### src/rtl/game_pkg.sv
// game_pkg: shared game state/winner encodings, default round constants and the score judge
package game_pkg;
  typedef enum logic [1:0] {IDLE = 2'd0, PLAY = 2'd1, OVER = 2'd2} game_state_t;
  typedef enum logic [1:0] {NONE = 2'd0, P1 = 2'd1, P2 = 2'd2, DRAW = 2'd3} winner_t;
  localparam int GAME_TIME_S_DEF = 60;
  localparam int WIN_POINTS_DEF = 10;
  function automatic winner_t judge(logic [4:0] a, logic [4:0] b);
    return a > b ? P1 : a < b ? P2 : DRAW;
  endfunction
endpackage

### src/rtl/game_score_ctl_sec_tick_gen.sv
// sec_tick_gen: free-running one-second prescaler that pulses tick on its terminal count
module sec_tick_gen #(
  parameter int CLK_FREQ_HZ = 65_000_000
) (
  input  logic clk,
  input  logic rst,
  input  logic en,
  input  logic clr,
  output logic tick
);
  localparam int W = CLK_FREQ_HZ > 1 ? $clog2(CLK_FREQ_HZ) : 1;
  logic [W-1:0] cnt_q, cnt_d;
  assign tick = en && cnt_q == W'(CLK_FREQ_HZ - 1);
  // next count: clear wins, wrap on terminal count, hold when disabled
  always_comb cnt_d = clr ? '0 : tick ? '0 : en ? cnt_q + 1'b1 : cnt_q;
  // count register
  always_ff @(posedge clk)
    if (rst) cnt_q <= '0;
    else cnt_q <= cnt_d;
endmodule

### src/rtl/game_score_ctl.sv
// game_score_ctl: round FSM with countdown timer, score-win detection and winner selection
module game_score_ctl
  import game_pkg::*;
#(
  parameter int CLK_FREQ_HZ = 65_000_000,
  parameter int GAME_TIME_S = GAME_TIME_S_DEF,
  parameter int WIN_POINTS = WIN_POINTS_DEF
) (
  input  logic       clk,
  input  logic       rst,
  input  logic       start,
  input  logic [4:0] points_p1,
  input  logic [4:0] points_p2,
  output logic       game_rst,
  output logic [1:0] game_state,
  output logic [1:0] winner,
  output logic [6:0] time_left
);
  game_state_t state_q, state_d;
  winner_t winner_q, winner_d;
  logic [6:0] time_left_q, time_left_d;
  logic game_rst_q, game_rst_d, guard_q;
  logic play, go, sec_tick, score_win, time_up, finish;
  assign play = state_q == PLAY;
  assign go = !play && start;
  sec_tick_gen #(.CLK_FREQ_HZ(CLK_FREQ_HZ)) u_tick (
    .clk (clk),
    .rst (rst),
    .en  (play),
    .clr (go),
    .tick(sec_tick)
  );
  // scores are stale while the generators are being reset, so they are masked for two cycles
  always_comb begin
    score_win = play && !game_rst_q && !guard_q &&
                (points_p1 >= 5'(WIN_POINTS) || points_p2 >= 5'(WIN_POINTS));
    time_up = play && sec_tick && time_left_q == 7'd1;
    finish = score_win || time_up;
    state_d = go ? PLAY : finish ? OVER : state_q;
    winner_d = go ? NONE : finish ? judge(points_p1, points_p2) : winner_q;
    time_left_d = go ? 7'(GAME_TIME_S) :
                  (play && sec_tick && time_left_q != '0) ? time_left_q - 7'd1 : time_left_q;
    game_rst_d = go;
  end
  // state and output registers
  always_ff @(posedge clk)
    if (rst) begin
      state_q <= IDLE;
      winner_q <= NONE;
      time_left_q <= 7'(GAME_TIME_S);
      game_rst_q <= 1'b0;
      guard_q <= 1'b0;
    end else begin
      state_q <= state_d;
      winner_q <= winner_d;
      time_left_q <= time_left_d;
      game_rst_q <= game_rst_d;
      guard_q <= game_rst_q;
    end
  assign game_rst = game_rst_q;
  assign game_state = state_q;
  assign winner = winner_q;
  assign time_left = time_left_q;
endmodule

### config.mk
export PLATFORM = sky130hd
export DESIGN_NAME = game_score_ctl
export DESIGN_NICKNAME = d
export VERILOG_FILES = /design/src/rtl/game_pkg.sv /design/src/rtl/game_score_ctl_sec_tick_gen.sv /design/src/rtl/game_score_ctl.sv
export SDC_FILE = /design/constraint.sdc
export NUM_CORES = 1
export LEC_CHECK = 0
export CORE_ASPECT_RATIO = 0.5
export CORE_UTILIZATION = 60
export CTS_BUF_LIST = sky130_fd_sc_hd__clkbuf_8
export CTS_CLUSTER_DIAMETER = 100
export CTS_CLUSTER_SIZE = 12
export DETAILED_ROUTE_END_ITERATION = 10
export GPL_TIMING_DRIVEN = 0
export PLACE_DENSITY = 0.83
export SLEW_MARGIN = 20
export SYNTH_ARGS = -nofsm -noshare
export SYNTH_HDL_FRONTEND = slang
export SYNTH_SLANG_ARGS = --single-unit
### constraint.sdc
create_clock -name clk -period 2.65 [get_ports clk]
set_input_delay 0.795 -clock clk [delete_from_list [all_inputs] [get_ports clk]]
set_output_delay 0.795 -clock clk [all_outputs]
set_load 0.02 [all_outputs]
# ---- Word level (Yosys, flattened, before mapping)
# Index checks and enable logic that the tools add are counted.
# W data, S select, Z words.
dict set report classes {
  n_mux 4
  bitwise 0
  n_shift 0
  div_mod_pow 0
  add_sub_neg 2
  n_eq_ne 3
  order_cmp 4
  mul 0
  reduce_logical 17
}
# op count
set op_table {}
lappend op_table {{$add A26 B1 Y26 const B} 1}
lappend op_table {{$eq A26 B26 Y1 const B} 1}
lappend op_table {{$ge A5 B4 Y1 const B} 2}
lappend op_table {{$logic_and A1 B1 Y1} 8}
lappend op_table {{$eq A7 B1 Y1 const B} 1}
lappend op_table {{$reduce_bool A7 Y1} 1}
lappend op_table {{$sub A7 B1 Y7 const B} 1}
lappend op_table {{$gt A5 B5 Y1} 1}
lappend op_table {{$lt A5 B5 Y1} 1}
lappend op_table {{$logic_not A1 Y1} 3}
lappend op_table {{$mux W1} 3}
lappend op_table {{$reduce_or A3 Y1} 1}
lappend op_table {{$eq A2 B1 Y1 const B} 1}
lappend op_table {{$logic_or A1 B1 Y1} 2}
lappend op_table {{$mux W2} 1}
lappend op_table {{$reduce_bool A2 Y1} 1}
lappend op_table {{$reduce_or A2 Y1} 1}
dict set report totals {
  register_bits 39
  word_cells 37
  romBits 0
  output_inout_bits 12
  ramBits 0
  inputBits 13
  latch_bits 0
  memories 0
}

# ---- Logic depth before layout (Yosys ltp)
# Gate-level depths: netlist of the first run.
dict set report depth {
  depth_word 7
  depth_mapped 7
  depth_no_buf 7
}

# ---- Hierarchy
# From an unflattened synthesis of the first run, not the netlist that was laid out.
dict set report hier_totals {
  cells_unflattened 233
  hier_area_um2 2029.4
}
# mod area_each_um2 n_inst seq_area_each_um2 cells_each
set modules_own_cells {}
lappend modules_own_cells {sec_tick_gen 1280.0 1 520.5 147}
lappend modules_own_cells {game_score_ctl 749.5 1 260.2 86}

# ---- Least setup slack after synthesis of the first run
# Ideal clock, no wire load.
dict set report synth_path {
  kind {input to register}
  start {in points_p2[3]}
  end {reg winner_q[1], in the netlist winner[1]}
  path_stages 7
  t_required_ns 2.572
  n_path_buf 0
  path_slack_ns 0.734
  arrival_ns 1.839
  path_cell_list {inv_1 -> ha_1 -> a21oi_1 -> nand2_1 -> a211o_1 -> o221a_1 -> nor3_1}
}
dict set report synth_between {
  elab_chain_len 4
  elab_cells_between_ends 6
}
# element line
set synth_rtl {}
lappend synth_rtl {{start: declaration} game_score_ctl.sv:13} ;# input logic [4:0] points_p2,
lappend synth_rtl {{$ge A5 B4 Y1} game_score_ctl.sv:36} ;# (points_p1 >= 5'(WIN_POINTS) || points_p2 >= 5'(WIN_POINTS));
lappend synth_rtl {{$logic_or A1 B1 Y1} game_score_ctl.sv:36}
lappend synth_rtl {{$logic_and A1 B1 Y1} game_score_ctl.sv:35} ;# score_win = play && !game_rst_q && !guard_q &&
lappend synth_rtl {{$logic_or A1 B1 Y1} game_score_ctl.sv:38} ;# finish = score_win || time_up;
lappend synth_rtl {{end signal: assignment} game_score_ctl.sv:55} ;# winner_q <= winner_d;
lappend synth_rtl {{end: declaration} game_score_ctl.sv:20} ;# winner_t winner_q, winner_d;
# Parallel ways exist; a longest one is shown, timed or not.
# A chain may end at the register's enable or synchronous reset.

# ---- Final worst setup path of the first run
dict set report layout_path {
  start {in points_p2[1]}
  end {reg state_q[0], in the netlist game_state[0]}
}
dict set report layout_between {
  elab_chain_len 5
}
# element line
set layout_rtl {}
lappend layout_rtl {{$ge A5 B4 Y1} game_score_ctl.sv:36}
lappend layout_rtl {{$logic_or A1 B1 Y1} game_score_ctl.sv:36}
lappend layout_rtl {{$logic_and A1 B1 Y1} game_score_ctl.sv:35}
lappend layout_rtl {{$logic_or A1 B1 Y1} game_score_ctl.sv:38}
lappend layout_rtl {{$reduce_bool A2 Y1 (no line)} n/a}
lappend layout_rtl {{end signal: assignment} game_score_ctl.sv:54} ;# state_q <= state_d;
lappend layout_rtl {{end: declaration} game_score_ctl.sv:19} ;# game_state_t state_q, state_d;
# No other way between the ends.

==> summary.md, run 1 <==
For the pin with the worst max-slew slack, the measured transition is 632.8 ps. The first global-routing pass estimated 6858 µm of wire. In this run the count of I/O pins placed on the die edge is 25. Setup repair after global routing left no endpoint under its margin.

The tools report the number of antenna-violating nets in the routed design as 0. TritonCTS built the clock tree. The die height came out at 42.78 µm. The type of the most critical hold path was reg -> reg. The number of hold buffers added after CTS was 0. The number of enable flip-flop cells after synthesis was 0; the area fraction of the dominant cell type after synthesis was 0.3912. The all-layer global routing usage is 0.2461. The initial antenna violation count was 0.

Counting instances in the post-synthesis netlist gives the leading cell types as sky130_fd_sc_hd__dfxtp_1 (39), sky130_fd_sc_hd__nor2_1 (33), sky130_fd_sc_hd__xor2_1 (22). The filler cells instantiated in the layout total 207. Pre-CTS setup slack: 67.16 ps. Library cell with the highest instance count after synthesis: sky130_fd_sc_hd__dfxtp_1. For the cell area after technology mapping, the log shows 0.001996 mm². The clock transition time at the flip-flop clock pins of the worst setup and hold paths is 70 ps, and the number of cells after detailed placement is 285.

Compared with the post-synthesis result, the final layout area differs by 19.69%. For the worst-skew pair, the clock arrives at the later sink with an insertion delay of 290 ps. Setup total negative slack on the finished layout was measured at 0 ps. At the end of routability-driven placement, the weighted congestion stood at 0.7822. The total of max-cap violations was 0; the layout cell share with drive strength beyond 1 was 0.09524. The headroom to the max-slew limit is 0.5742, and the delay contributed by the slowest stage of the critical path is 490 ps. The worst setup slack after layout was 372.3 ps; the clock skew was 9.527 ps.

The tools report the starting density of the core as 0.6473. The analysis attributes to cell leakage a power of 0.9297 nW. The final layout contains routed wiring with a total length of 4155 µm.

The dominant register cell in the synthesized netlist is sky130_fd_sc_hd__dfxtp_1. The run gives 2 as the level count of the clock H-tree. The tools report the post-synthesis sequential area ratio as 0.3912. The setup violation total in the final timing report was 0; the average size of a mapped cell was 9.030 µm².

In the final layout, flip-flops and latches occupy 780.7 µm². For the clock sink count, the log shows 39. The detailed router finished its first iteration with 82 violations. The capturing element type of the critical path is a flop. STA puts the critical path data arrival time at 2460 ps.

The number of setup buffers added after CTS is 0, and the required time at the worst-slack endpoint is 2840 ps. The number of nets in the layout came out at 274. The repair_antennas step left the layout with diodes totalling 0.

Counting flops and latches in the post-synthesis netlist gives 39. The first TritonRoute pass finished after 4 iterations. The number of different library cells used by synthesis comes to 46. The worst setup path is launched from a primary input. The tools report the area of the core as 0.003083 mm². The tools report the hold violation count in the final report as 0.

The synthesized net count is 243, and the final clock period utilization by the worst path is 0.8595. Leading area contributor after synthesis: sky130_fd_sc_hd__dfxtp_1. The worst IR drop on VDD is 0.3782 mV, and the share of flip-flops with an asynchronous set or reset is 0. The utilization of the core after routing was 0.7748. After detailed routing, the number of vias per cell comes to 5.829. The DRC violation count after routing was 0. After synthesis, the cell types taking the most area are sky130_fd_sc_hd__dfxtp_1 (39%), sky130_fd_sc_hd__xor2_1 (9.7%), sky130_fd_sc_hd__nor2_1 (6.2%). Summing all multi-input logic gate instances after layout gives 0.001137 mm². The logs give 14 for the number of cell rows and 0 for the number of warning messages in the yosys log. Number of buffers on the longest clock path: 2.

The power density over the cells was 496.7 mW/mm²; the final critical delay including setup and external delays was 2278 ps. The number of CTS-inserted buffers is 5, and the count of input and output buffers is 24. The critical path goes through clkdlybuf4s50_1 > o21ai_0 > and3_1 > nor4_1 > nor2_1 > a31o_1. For the number of max-slew violations in the final report, the log shows 0. The maximum clock frequency came out at 0.4390 GHz. The tools report the via count of the first global-routing pass as 1532. The tree is rooted in a sky130_fd_sc_hd__clkbuf_8.

Global routing finished with a remaining overflow of 0. Number of buffers and inverters on the critical path: 1. The floorplan step set the die width to 83.56 µm. Detailed routing inserted a total of 1702 vias. The die footprint was 0.003575 mm².

The flow ran to the end, and the final reports show no timing, DRC or antenna violations. Of all nets on the critical path, the largest fanout is 4. Cell family contributing the most delay on the critical path: simple AND/OR/NAND/NOR gates. The finished layout holds 292 standard cells, fillers aside. The run gives 2927 µm as the placed wire-length estimate after detailed placement. The setup path with the least slack is of type in -> reg. Dividing the detail-routed wire length by the instance count gives 14.23 µm. Cell with the biggest individual delay on the critical path: sky130_fd_sc_hd__clkdlybuf4s50_1. For the maximum number of pins on one net before global-route repair, the log shows 12. The synthesized instance count is 221, and the number of gates resized after CTS is 0.
==> routing by layer <==
layer	part of all wire	GRT usage	up-vias
li1	-	-	837
met1	0.48	0.3075	816
met2	0.47	0.4341	44
met3	0.043	0.06031	5
met4	0.0065	0.06102	0
met5	0	0	-
==> flip-flops by register name, summed over array words and instances, names as in the netlist <==
name	count
game_rst	1
guard_q	1
u_tick.cnt_q	26
winner	2
game_state	2
time_left	7
==> where the power goes <==
group / internal (mW) / switching [mW]
clock network: 0.272 / 0.197
registers: 0.596 / 0.00843
logic: 0.0539 / 0.0597
total: 0.922 / 0.265
==> cells in the final DEF (no fill, tap or decap), types with 2 or more instances in the layout <==
cell type,n
sky130_fd_sc_hd__o21ai_0,3
sky130_fd_sc_hd__nand2_1,14
sky130_fd_sc_hd__xnor2_1,3
sky130_fd_sc_hd__nor4_2,2
sky130_fd_sc_hd__buf_2,5
sky130_fd_sc_hd__inv_1,11
sky130_fd_sc_hd__a31oi_1,3
sky130_fd_sc_hd__clkbuf_8,5
sky130_fd_sc_hd__a21oi_1,6
sky130_fd_sc_hd__dfxtp_1,39
sky130_fd_sc_hd__nor2b_1,2
sky130_fd_sc_hd__clkdlybuf4s50_1,24
sky130_fd_sc_hd__o21ai_1,4
sky130_fd_sc_hd__nor4_1,3
sky130_fd_sc_hd__and3_1,5
sky130_fd_sc_hd__xor2_1,22
sky130_fd_sc_hd__and4bb_1,2
sky130_fd_sc_hd__nand4_1,10
sky130_fd_sc_hd__and4_1,5
sky130_fd_sc_hd__nor3_1,5
sky130_fd_sc_hd__nor2_1,33
sky130_fd_sc_hd__nand3_1,11
sky130_fd_sc_hd__ha_1,9
==> kinds of logic after synthesis <==
| family | after synthesis | share of synthesized area |
|---|---|---|
| simple gates | 106 | 0.3135 |
| flops | 39 | 0.3912 |
| xor+xnor | 25 | 0.1097 |
| compound gates | 24 | 0.08527 |
| buf+inv | 17 | 0.03887 |
| fa+ha+maj | 9 | 0.05643 |
| mux | 1 | 0.005016 |
==> path summary, 6_finish.rpt <==
kind | from | end | slack (ps) | cells after the start
max | points_p2[1] | game_state[0] | 370 | 6
min | game_rst | guard_q | 490 | 1
min reg2reg | game_rst | guard_q | 490 | 1
max reg2reg | u_tick.cnt_q[0] | time_left[6] | 690 | 7
==> area by class of cell <==
| cell class | count | area share |
|---|---|---|
| Multi-Input combinational cell | 165 | 0.4762 |
| Sequential cell | 39 | 0.3269 |
| Timing Repair Buffer | 24 | 0.1006 |
| Clock buffer | 5 | 0.02881 |
| Tap cell | 40 | 0.02095 |
| Buffer | 7 | 0.01676 |
| Inverter | 10 | 0.01572 |
| Clock inverter | 2 | 0.01414 |
==> per-stage QoR <==
| step | hold WS (ps) | cell area (µm²) | power, mW |
|---|---|---|---|
| 3_3_place_gp | 469.9 | 2286 | 0.7264 |
| 6_report | 487.8 | 2389 | 1.186 |
| 3_5_place_dp | 477.9 | 2286 | 0.7308 |
| 2_1_floorplan | 457.6 | 1996 | 0.6799 |
| 5_1_grt | 505.6 | 2389 | 1.232 |
| 4_1_cts | 489.8 | 2389 | 1.195 |
(Power assumes the default switching activity.)
==> run 2: changes to the inputs <==
Settings changed: CTS_BUF_LIST sky130_fd_sc_hd__clkbuf_8 to sky130_fd_sc_hd__clkbuf_4.
==> summary.md, run 2 (synthesized netlist as in run 1, its figures left out) <==
The count of input and output buffers was 24; the proportion of power drawn by the clock network was 0.355. The layout cell share with drive strength beyond 1 came out at 0.09921. The worst setup path is launched from a flop. For the I/O pin count, the log shows 25.

The clock tree synthesis step divided the H-tree into 2 levels. Setup violations remaining at the end of the flow were counted as 0. The net count of the finished layout is 274. Cell depth of the worst min-delay path: 1. The critical path depth was 1. The number of buffers inserted for hold repair after clock tree synthesis was 0. Post-CTS timing repair inserted 0 buffers for setup.

Max-cap violations in this run came to 0. The run gives 6824 µm as the wire length of the first global-routing pass. For the static leakage, the log shows 0.9160 nW.

Across all register-to-register paths, the minimum setup slack is 690 ps. STA classifies the critical path endpoint as a primary output. Internal power comes to 854.6 µW.

In this run the standard cell core region covers 0.003083 mm². The number of max-slew violations in the final report was 0. The switching power was 258.9 µW. No sink is reached through more buffers than the 2 on the longest clock path.

The run gives 0 as the initial antenna violation count. At the worst endpoint, the required time is 1860 ps. The all-layer global routing usage is 0.2445, and the number of antenna-violating nets in the routed design is 0. Entering global routing, the biggest net connects 12 pins. The remaining global-route overflow was 0. Proportion of power drawn by flip-flops and latches: 0.542. The startpoint identified for the worst register-to-register timing path is u_tick.cnt_q[0].

Power spread over the standard cell area amounts to 471.6 mW/mm². The headroom to the max-slew limit is 0.5567, and the DRC violation count after routing is 0. The area added between synthesis and finish was 18.31%; the global placement routability congestion was 0.7822.

The logs give 0 for the number of gates resized after CTS and 0.4445 GHz for the maximum clock frequency. The via count was 1689; the final critical delay including setup and external delays was 2250 ps. The tools report the total routed wirelength as 4106 µm.

The clock skew was 14.24 ps; the switching power share of the total was 0.2325. The pre-CTS setup slack is 67.16 ps. The detail-routed via count per cell is 5.784. After detailed routing, the average wire length per cell comes to 14.06 µm. The reg-to-reg critical path endpoint is time_left[6].

The critical path ends at time_left[2]. The critical path goes through clkdlybuf4s50_1. The floorplan step set the die height to 42.78 µm. The total power was 1.113 mW. The library cells used most frequently in the layout, excluding fill and tap cells, are sky130_fd_sc_hd__dfxtp_1 (39), sky130_fd_sc_hd__nor2_1 (33), sky130_fd_sc_hd__clkdlybuf4s50_1 (24). The logs give 350 ps for the latest clock arrival within the worst-skew pair and 0 for the count of antenna diodes in the layout.

For the pin with the worst max-slew slack, the measured transition is 658.8 ps. By startpoint and endpoint, the worst setup path is classified as reg -> out. The final clock period utilization by the worst path was 0.8490; the worst setup slack after layout was 400.0 ps. The run finished with clean final reports.

After clock tree synthesis, the clock-pin slew on the worst setup and hold paths is 120 ps. For this block, the initial DRC count from the detailed router was 99. The type of the most critical hold path was reg -> reg.

The slowest stage of the critical path is the sky130_fd_sc_hd__clkdlybuf4s50_1 cell. The iteration count of the initial detailed-routing pass is 4, and the number of buffers and inverters on the critical path is 1. The cell family contributing the most delay on the critical path was buffers and inverters. The logs give 1527 for the via count of the first global-routing pass and 39 for the clock sink count.

The combinational cell fraction of total power was 0.103; the die footprint was 0.003575 mm². TritonCTS built the clock tree. Across the VDD grid, the largest voltage drop is 0.4136 mV. Register ranked first by flip-flop count: u_tick.cnt_q. Setup repair after global routing left no endpoint under its margin. For the worst flop-to-flop path, the logic depth is 7. Start point of the critical path: time_left[2]. The register with the most flip-flops in the layout has 26 of them. The hold violation count in the final report is 0. The run gives 2927 µm as the placed wire-length estimate after detailed placement.

The tools report the critical path arrival as 1450 ps. The tools report the final-layout setup total negative slack as 0 ps. The tools report the cell chosen for the clock root as sky130_fd_sc_hd__clkbuf_4.

For this run, the slowest stage of the critical path takes 650 ps. The starting density of the core came out at 0.6473. The most common library cell in the layout ignoring fill and taps was sky130_fd_sc_hd__dfxtp_1. From left edge to right edge, the die measures 83.56 µm. Along the worst path, the maximum fanout reaches 7. The run gives 14 as the number of cell rows.

The run gives 5 as the number of CTS-inserted buffers.
run 2: worst min-delay path by stage:
stage	endpoint	slack [ps]	start
floorplan	u_tick.cnt_q[25]	460	u_tick.cnt_q[25]
global placement	guard_q	470	game_rst
detailed placement	guard_q	480	game_rst
CTS	guard_q	500	game_rst
global route	guard_q	510	game_rst
finish	guard_q	490	game_rst
run 2: power groups by stage:
stage	registers [mW]	clock network, mW	logic [mW]
2_1_floorplan	0.624	0	0.0554
3_3_place_gp	0.617	0	0.110
3_5_place_dp	0.617	0	0.114
4_1_cts	0.604	0.399	0.114
5_1_grt	0.606	0.424	0.126
6_report	0.604	0.395	0.114
run 2: per-stage QoR:
step | hold slack (ps) | instance area [µm²] | utilization | cells
finish | 493.9 | 2361 | 0.7658 | 292
CTS | 495.6 | 2361 | 0.7658 | 292
global placement | 469.9 | 2286 | 0.7415 | 285
detailed placement | 477.9 | 2286 | 0.7415 | 285
global route | 511.9 | 2361 | 0.7658 | 292
floorplan | 457.6 | 1996 | - | 221
run 2: cell type report:
cell class | instances | area, µm²
multi-input cells | 165 | 1137
clock buffers | 6 | 45.04
inverters | 10 | 37.54
fillers | 209 | 721.9
flip-flops and latches | 39 | 780.7
well taps | 40 | 50.05
clock inverters | 1 | 30.03
plain buffers | 7 | 40.04
repair buffers | 24 | 240.2
run 2: routing by layer:
metal	up-vias	GRT usage	wire length, µm
li1	839	-	-
met1	813	0.3091	1969
met2	33	0.4260	1928
met3	4	0.06615	186
met4	0	0.05085	21
met5	-	0	0
==> run 3: changes to the inputs <==
Settings changed: CORE_UTILIZATION 60 to 57, PLACE_DENSITY 0.83 to 0.8.
Clock period 2.65 ns to 2.2 ns, I/O delays scaled along.
==> summary.md, run 3 (synthesized netlist as in run 1, its figures left out) <==
The run finished with clean final reports. The clock passes through at most 2 buffers. The logs give 0.6546 for the headroom to the max-slew limit and 350 ps for the latest clock arrival within the worst-skew pair. The die is 43.84 µm tall.

On the critical path the largest part of the delay comes from buffers and inverters. The detailed-route wire length per cell came out at 13.48 µm. The tightest min-delay check is of the reg -> reg type.

For the number of CTS-inserted buffers, the log shows 5. The run gives 0 as the initial antenna violation count. For the worst setup path, the data required time is 1540 ps. Final clock period utilization by the worst path: 0.9529. The repair_antennas step left the layout with diodes totalling 0. The number of max-slew violations in the final report is 0. Width of the chip: 85.68 µm. The capturing element type of the critical path is a primary output. Detailed placement ended at an HPWL of 2954 µm. The critical path goes through clkdlybuf4s50_1. The slew of the pin with the lowest slew margin works out to 518.1 ps. Setup repair after global routing left no endpoint under its margin. For the iteration count of the initial detailed-routing pass, the log shows 4. Summed over all cells, the static leakage comes to 0.9363 nW. TritonCTS built the clock tree. The initial DRC count is 30. The total overflow left after global routing is 0. 25 I/O pins were placed. Cell chosen for the clock root: sky130_fd_sc_hd__clkbuf_4. Once the clock tree was built, the resizer swapped 0 gates to a different size. After the last flow step, the layout net total stands at 274. The maximum fanout along the worst path was 6.

In the layout the commonest cells are sky130_fd_sc_hd__dfxtp_1 (39), sky130_fd_sc_hd__nor2_1 (33), sky130_fd_sc_hd__xor2_1 (22), sky130_fd_sc_hd__clkdlybuf4s50_1 (22), sky130_fd_sc_hd__nand2_1 (14). Hold repair after CTS inserted 0 buffers. Final-layout setup total negative slack: 0 ps. The placed instances occupy a cell area of 0.002296 mm². Based on the critical path, the design can be clocked at up to 0.4770 GHz.

The count of input and output buffers was 24; the number of antenna-violating nets in the routed design was 0. Data on the critical path arrives at its endpoint at 1440 ps. The routed design has 4058 µm of wire.

The starting density of the core is 0.6294. For the finished layout, the period the worst path requires is 2096 ps. Max-cap violations in this run came to 0. After floorplanning, the core was divided into 14 placement rows.

The congestion estimate from routability-driven global placement came to 0.7656. The layout cell share with drive strength beyond 1 was 0.1028; the utilization of the core after routing was 0.7518. After detailed routing, the number of vias per cell comes to 5.379. The register with the most flip-flops in the layout has 26 of them.

The logs give 0 for the number of setup buffers added after CTS and 1619 for the via count. Dividing total power by cell area gives a power density of 560.5 mW/mm². The slowest stage of the critical path belongs to the cell sky130_fd_sc_hd__clkdlybuf4s50_1. Entering global routing, the biggest net connects 13 pins. The setup violation total in the final timing report was 0; the area of the core was 0.003171 mm². Path type of the worst setup path: reg -> out. With fillers left out, the area of the finished cells amounts to 0.002384 mm². The area growth from synthesis to layout is 19.44%.

For the wire length of the first global-routing pass, the log shows 6637 µm. The launching element type of the critical path is a flop. Hold timing on the final database bottoms out at a slack of 495.9 ps. In the routed design, unresolved DRC markers number 0. The all-layer global routing usage was 0.2365. The most common library cell in the layout ignoring fill and taps was sky130_fd_sc_hd__dfxtp_1.

The number of buffers and inverters on the critical path came out at 1. After clock tree synthesis, the clock-pin slew on the worst setup and hold paths is 120 ps. CTS built an H-tree with a depth of 2. The die footprint was 0.003756 mm². Via count of the first global-routing pass: 1522. CTS saw 39 sinks. The logs give 0 for the hold violation count in the final report and 12.40 ps for the clock skew. The tools report the worst IR drop on VDD as 0.3822 mV. In this design, the stage delay of the slowest critical-path cell is 640 ps. u_tick.cnt_q holds more flip-flops than any other register.
-- run 3: layout make-up --
type                       instances  area (µm²)
buffer                             7       40.04
clock buffer                       5       37.54
clock inverter                     3       38.79
fill                             243       787.0
inverter                          10       37.54
multi-input combinational        165        1144
sequential                        39       780.7
tap                               48       60.06
timing repair buffer              24       245.2
-- run 3: path summary, 6_finish.rpt --
path | slack (ps) | from | to | cells after the start
max reg2reg | 280 | u_tick.cnt_q[0] | time_left[6] | 7
min reg2reg | 500 | game_state[1] | game_state[1] | 2
min | 500 | game_state[1] | game_state[1] | 2
max | 100 | time_left[3] | time_left[3] | 1
-- run 3: where the power goes --
group	leakage, nW	switching [mW]	total, mW	internal (mW)
combinational	0.578	0.0716	0.137	0.0654
sequential	0.315	0.0102	0.728	0.718
clock	0.0426	0.237	0.471	0.234
total	0.936	0.319	1.34	1.02
-- run 3: per-layer routing --
metal	routed length, µm	vias up	track usage	share of wire
met5	0	-	0	0
met2	1811	35	0.4080	0.45
met4	21	0	0.05000	0.0052
met1	2044	740	0.2970	0.50
li1	-	841	-	-
met3	181	3	0.07619	0.045
-- run 3: metrics by stage --
step	total power, mW	instances	worst slack [ps]
global route	1.396	301	17.68
CTS	1.345	301	37.25
global placement	0.8752	293	-188.3
finish	1.336	301	103.6
detailed placement	0.8786	293	-222.4
floorplan	0.8189	221	418.6
